**config.mk**
```make
export PLATFORM = sky130hd
export DESIGN_NAME = farm_sensor_conditioner
export DESIGN_NICKNAME = d
export VERILOG_FILES = /design/src/rtl/farm_sensor_conditioner.sv
export SDC_FILE = /design/constraint.sdc
export NUM_CORES = 1
export LEC_CHECK = 0
export BUFFER_PORTS_ARGS = -buffer_cell sky130_fd_sc_hd__buf_2
export CORE_MARGIN = 3
export CORE_UTILIZATION = 36
export DETAILED_ROUTE_END_ITERATION = 8
export PLACE_DENSITY_LB_ADDON = 0.1
export SLEW_MARGIN = 25
export SYNTH_ARGS = -nofsm -noshare
export SYNTH_HDL_FRONTEND = slang
export SYNTH_SLANG_ARGS = --single-unit
```
**constraint.sdc**
```tcl
create_clock -name clk -period 2.2 [get_ports clk]
set_input_delay 0.11 -clock clk [delete_from_list [all_inputs] [get_ports clk]]
set_output_delay 0.11 -clock clk [all_outputs]
set_load 0.005 [all_outputs]
```
**src/rtl/farm_sensor_conditioner.sv**
```systemverilog
// farm_sensor_conditioner
//
// Front end for the farm-road vehicle loop that feeds traffic_light.C. It
// synchronises and debounces the raw loop level, then latches a vehicle
// request until the farm light is seen green. It also counts debounced
// arrivals and flags a loop that stays high too long.
//
// Ports:
//   clk           in   system clock, rising edge
//   rst_n         in   asynchronous active-low reset
//   sensor_raw    in   raw loop-detector level, asynchronous to clk
//   light_farm    in   farm light {red, yellow, green}; green is 3'b001
//   C             out  registered farm-road demand
//   vehicle_count out  saturating count of debounced arrivals
//   sensor_fault  out  debounced level has been high for STUCK_CYCLES cycles
module farm_sensor_conditioner #(
    parameter int unsigned SYNC_STAGES     = 2,
    parameter int unsigned DEBOUNCE_CYCLES = 4,
    parameter int unsigned STUCK_CYCLES    = 1024,
    parameter int unsigned COUNT_W         = 8
) (
    input  logic               clk,
    input  logic               rst_n,
    input  logic               sensor_raw,
    input  logic [2:0]         light_farm,
    output logic               C,
    output logic [COUNT_W-1:0] vehicle_count,
    output logic               sensor_fault
);

    localparam int unsigned CntW   = $clog2(DEBOUNCE_CYCLES) + 1;
    localparam int unsigned StuckW = $clog2(STUCK_CYCLES + 1);

    localparam logic [CntW-1:0]   CntLast  = CntW'(DEBOUNCE_CYCLES - 1);
    localparam logic [StuckW-1:0] StuckMax = StuckW'(STUCK_CYCLES);

    typedef enum logic [1:0] {
        StLow,
        StConfirmHigh,
        StHigh,
        StConfirmLow
    } db_state_e;

    // ------------------------------------------------------------------
    // Synchroniser
    // ------------------------------------------------------------------
    logic [SYNC_STAGES-1:0] sync_q;
    logic                   s;

    always_ff @(posedge clk or negedge rst_n) begin
        if (!rst_n) begin
            sync_q <= '0;
        end else begin
            sync_q <= {sync_q[SYNC_STAGES-2:0], sensor_raw};
        end
    end

    assign s = sync_q[SYNC_STAGES-1];

    // ------------------------------------------------------------------
    // Debounce FSM. db_q is kept as a registered copy of
    // (state in StHigh or StConfirmLow).
    // ------------------------------------------------------------------
    db_state_e       state_q;
    logic [CntW-1:0] cnt_q;
    logic            db_q;

    always_ff @(posedge clk or negedge rst_n) begin
        if (!rst_n) begin
            state_q <= StLow;
            cnt_q   <= '0;
            db_q    <= 1'b0;
        end else begin
            unique case (state_q)
                StLow: begin
                    if (s) begin
                        state_q <= StConfirmHigh;
                        cnt_q   <= CntW'(1);
                    end
                end
                StConfirmHigh: begin
                    if (!s) begin
                        state_q <= StLow;
                        cnt_q   <= '0;
                    end else if (cnt_q == CntLast) begin
                        state_q <= StHigh;
                        cnt_q   <= '0;
                        db_q    <= 1'b1;
                    end else begin
                        cnt_q <= cnt_q + CntW'(1);
                    end
                end
                StHigh: begin
                    if (!s) begin
                        state_q <= StConfirmLow;
                        cnt_q   <= CntW'(1);
                    end
                end
                StConfirmLow: begin
                    if (s) begin
                        state_q <= StHigh;
                        cnt_q   <= '0;
                    end else if (cnt_q == CntLast) begin
                        state_q <= StLow;
                        cnt_q   <= '0;
                        db_q    <= 1'b0;
                    end else begin
                        cnt_q <= cnt_q + CntW'(1);
                    end
                end
                default: begin
                    state_q <= StLow;
                    cnt_q   <= '0;
                    db_q    <= 1'b0;
                end
            endcase
        end
    end

    // ------------------------------------------------------------------
    // Arrival, request latch, stuck detector and demand
    // ------------------------------------------------------------------
    logic               arrival;
    logic               fg;
    logic               fault;
    logic [COUNT_W-1:0] count_q, count_d;
    logic               req_q, req_d;
    logic [StuckW-1:0]  stuck_q, stuck_d;
    logic               c_q, c_d;

    always_comb begin
        // Same condition that moves the FSM from StConfirmHigh to StHigh.
        arrival = (state_q == StConfirmHigh) && s && (cnt_q == CntLast);
        fg      = (light_farm == 3'b001);
        fault   = (stuck_q == StuckMax);

        count_d = count_q;
        if (arrival && (count_q != {COUNT_W{1'b1}})) begin
            count_d = count_q + COUNT_W'(1);
        end

        // Green clears even when an arrival lands on the same cycle: the
        // current green serves that vehicle.
        req_d = req_q;
        if (fg) begin
            req_d = 1'b0;
        end else if (arrival) begin
            req_d = 1'b1;
        end

        stuck_d = stuck_q;
        if (!db_q) begin
            stuck_d = '0;
        end else if (!fault) begin
            stuck_d = stuck_q + StuckW'(1);
        end

        // A flagged loop no longer holds demand, but a latched request does.
        c_d = req_q | (db_q & ~fault);
    end

    always_ff @(posedge clk or negedge rst_n) begin
        if (!rst_n) begin
            count_q <= '0;
            req_q   <= 1'b0;
            stuck_q <= '0;
            c_q     <= 1'b0;
        end else begin
            count_q <= count_d;
            req_q   <= req_d;
            stuck_q <= stuck_d;
            c_q     <= c_d;
        end
    end

    assign C             = c_q;
    assign vehicle_count = count_q;
    assign sensor_fault  = fault;

endmodule

```
==> out/qor.log <==
qor: synth.syn_avg_cell_area 11.3 um2
qor: power_and_ir_drop.power_per_cell_area 1020 nW/um2
qor: power_and_ir_drop.power.leakage 0.782 nW
qor: sta.skew 0.00399 ns
qor: synth.sequential_fraction_of_the_synthesis_area 0.521
qor: placement.buffer_ports.inserted 15
qor: power_and_ir_drop.irDropWorstVdd 0.000542 V
qor: power_and_ir_drop.power_switching 551 uW
qor: power_and_ir_drop.internal_power 1.10 mW
qor: die.floorplan.die.width 68.2 um
qor: synth.postSynthNetCount 133
qor: placement.dpl.hpwl 1770 um
qor: sta.finalMaxSlewViolations 0
qor: sta.final-hold-violation-count 0
qor: synth.synth_enable_flop_cells 0
qor: sta.whs 0.0588 ns
qor: cells_and_area.syn2layout_area_growth 16.1%
qor: placement.placed_cells 182
qor: synth.yosysUniqueCellTypes 33
qor: global_routing.grt_pass1_vias 996
qor: die.num_io_pins 16
qor: outcome.outcome complete, no violations
qor: sta.worst-slew-pin-transition 0.645 ns
qor: critical_path.path_class reg2out
qor: placement.place_ws 0.488 ns
qor: cells_and_area.multi_input_area 643 um2
qor: clocking.cts-buffers-inserted 5
qor: cells_and_area.n_antenna_cell 0
qor: synth.synth_flop_cell dfrtp_1
qor: drt.number_of_vias_after_detailed_routing 949
qor: drt.met3_length 86 um
qor: flow_run.max-cap-violations 0
qor: die.initial_core_util 0.396
qor: critical_path.cp_num_buf_inv 2
qor: global_routing.globalRoute.totalOverflow 0
qor: global_routing.grt_first_pass_wirelength 4570 um
qor: sta.fmax 0.575 GHz
qor: clocking.clock_tree.htree_level_count 2
qor: sta.post-route-period-util 0.790
qor: drt.routed_wl 2550 um
qor: drt.wl_met1 1320 um
qor: synth.synthArstFlopShare 1.00
qor: sta.report.final.setup_viol 0
qor: drt.dr.pass1.iters 3
qor: critical_path.worst_setup_path_end_kind output port
qor: power_and_ir_drop.pwr-share-seq 0.497
qor: synth.synth.yosys.warnings 0
qor: synth.ys_ff_latch 29
qor: power_and_ir_drop.power_frac_comb 0.253
qor: synth.post_synth_inst_count 123
qor: clocking.post_cts.repair.setup_buffers 0
qor: clocking.clock_sinks 29
qor: global_routing.grt.total_usage 0.137
qor: clocking.clkLatencyLatePin 0.27 ns
qor: power_and_ir_drop.power_frac_clock 0.250
qor: cells_and_area.layout.area.seq 726 um2
qor: critical_path.cpMaxStageDelayCell dfrtp_1
qor: cells_and_area.finalNonFillerCells 192
qor: drt.post_drt_wl_per_cell 13.3 um
qor: global_routing.grt_start_max_net_pins 30
qor: placement.place_congestion 0.758
qor: clocking.cts.reportedPaths.clkPinSlew 0.06 ns
qor: drt.antenna_violating_nets_post_route 0
qor: die.die_area 4650 um2
qor: clocking.cts_hold_buf 2
qor: critical_path.critPathMaxStageDelay 0.43 ns
qor: clocking.cts_tree yes
qor: clocking.ctsRootBufferMaster clkbuf_8
qor: sta.fin_crit 1.74 ns
qor: sta.setup_repair_after_global_routing_missed_its_margin no
qor: critical_path.worstPathMaxFanout 6
qor: cells_and_area.finalNetCount 155
qor: sta.maxSlewHeadroom 0.570
qor: drt.highest_layer met4
qor: drt.drc_errors 0
qor: cells_and_area.finish.instance_area 1620 um2
qor: sta.finalWorstSetupSlack 0.462 ns
qor: critical_path.launching_element_type_of_the_critical_path register
qor: critical_path.worstPathRequired 2.09 ns
qor: clocking.ctsLongestPathBuffers 2
qor: cells_and_area.layout-drive-gt1-share 0.158
qor: critical_path.cp_top_family simple AND/OR/NAND/NOR gates
qor: placement.placement.cell_area 1520 um2
qor: cells_and_area.count_of_filler_cells_inserted_in_the_layout 364
qor: sta.setup-tns-final 0 ns
qor: die.fp.coreArea 3520 um2
qor: synth.combined_area_of_all_synthesized_cells 1390 um2
qor: global_routing.grt_antenna_before_repair 0
qor: drt.dr_wl_met2 1110 um
qor: critical_path.timing.critical_path.cells nor4_1 -> nand4_1 -> inv_1 -> buf_2
qor: drt.vias_per_cell 4.94
qor: power_and_ir_drop.sw_frac_of_total 0.334
qor: clocking.post_cts_resized 0
qor: drt.drt_first_iter_violations 24
qor: critical_path.worstPathArrival 1.63 ns
qor: worst_hold_path.worst_hold_path_type in2reg
qor: die.fp-row-count 21
qor: die.dieHeight 68.2 um
[through the flow]
stage          total power, mW   util
2_1_floorplan             1.12      -
3_3_place_gp              1.22  0.431
3_5_place_dp              1.25  0.431
4_1_cts                   1.68  0.459
5_1_grt                   1.79  0.459
6_report                  1.65  0.459
[layout make-up]
class / count / share of cell area
Multi-Input combinational cell: 88 / 0.398
Sequential cell: 29 / 0.449
Inverter: 4 / 0.00929
Timing Repair Buffer: 17 / 0.0588
Tap cell: 46 / 0.0356
Clock buffer: 8 / 0.0495
[worst paths after layout]
kind,start,endpoint,slack (ns),cells after the start
worst max-delay path,stuck_q[7],sensor_fault,0.46,4
min in group asynchronous,rst_n,cnt_q[1],0.40,2
worst min-delay path,light_farm[2],req_q,0.06,2
max in group asynchronous,rst_n,stuck_q[7],1.38,2
worst max register to register,vehicle_count[0],vehicle_count[1],0.49,4
worst min register to register,sync_q[0],sync_q[1],0.35,0
[metal layers]
layer,up-vias,global-route usage
met4,0,0.0596
met5,-,0
met3,4,0.0542
li1,470,-
met2,14,0.206
met1,461,0.175
[cells in the mapped netlist (3+ instances only)]
library cell	instances	share of area
a21oi_1	3	0.011
and2_1	8	0.036
and3_1	6	0.027
dfrtp_1	29	0.52
ha_1	4	0.036
inv_1	4	0.011
nand2_1	9	0.024
nand3_1	3	0.011
nand4_1	6	0.027
nor2_1	4	0.011
nor2b_1	5	0.022
o21ai_0	4	0.014
xnor2_1	12	0.075
xor2_1	5	0.031
[power by group through the flow]
stage / clock network, mW / registers, mW / logic, mW
after global routing: 0.462 / 0.848 / 0.480
after floorplan: 0 / 0.772 / 0.347
after detailed placement: 0 / 0.828 / 0.420
after CTS: 0.432 / 0.821 / 0.424
final: 0.412 / 0.820 / 0.418
after global placement: 0 / 0.822 / 0.402
[layout by cell type (no fill, tap or decap), types with 2 or more instances in the layout]
| cell type | count |
|---|---|
| inv_1 | 4 |
| o21ai_0 | 4 |
| clkbuf_1 | 3 |
| dfrtp_1 | 29 |
| nor4_1 | 2 |
| nor3_1 | 2 |
| nand4_1 | 6 |
| clkbuf_8 | 5 |
| nor2_1 | 4 |
| nand3_1 | 3 |
| buf_2 | 15 |
| dlygate4sd3_1 | 2 |
| and3_1 | 6 |
| nand2_1 | 9 |
| ha_1 | 4 |
| xnor2_1 | 12 |
| nor2b_1 | 5 |
| and2_1 | 8 |
| xor2_1 | 5 |
| a21oi_1 | 3 |
[sequential cells by signal, indices dropped and copies added, names as in the netlist, named ones only]
| name | cells |
|---|---|
| C | 1 |
| stuck_q | 11 |
| cnt_q | 3 |
| req_q | 1 |
| state_q | 1 |
| db_q | 1 |
| vehicle_count | 8 |
| sync_q | 2 |
[logic make-up (layout without fill, tap and decap cells)]
logic type	after synthesis	count (layout)	share of synthesized area
compound gates	14	14	0.0728
xor+xnor	17	17	0.107
fa+ha+maj	4	4	0.0359
buf+inv	6	29	0.0171
flops	29	29	0.521
mux	2	2	0.0153
simple gates	51	51	0.231
(Power assumes the default switching activity.)
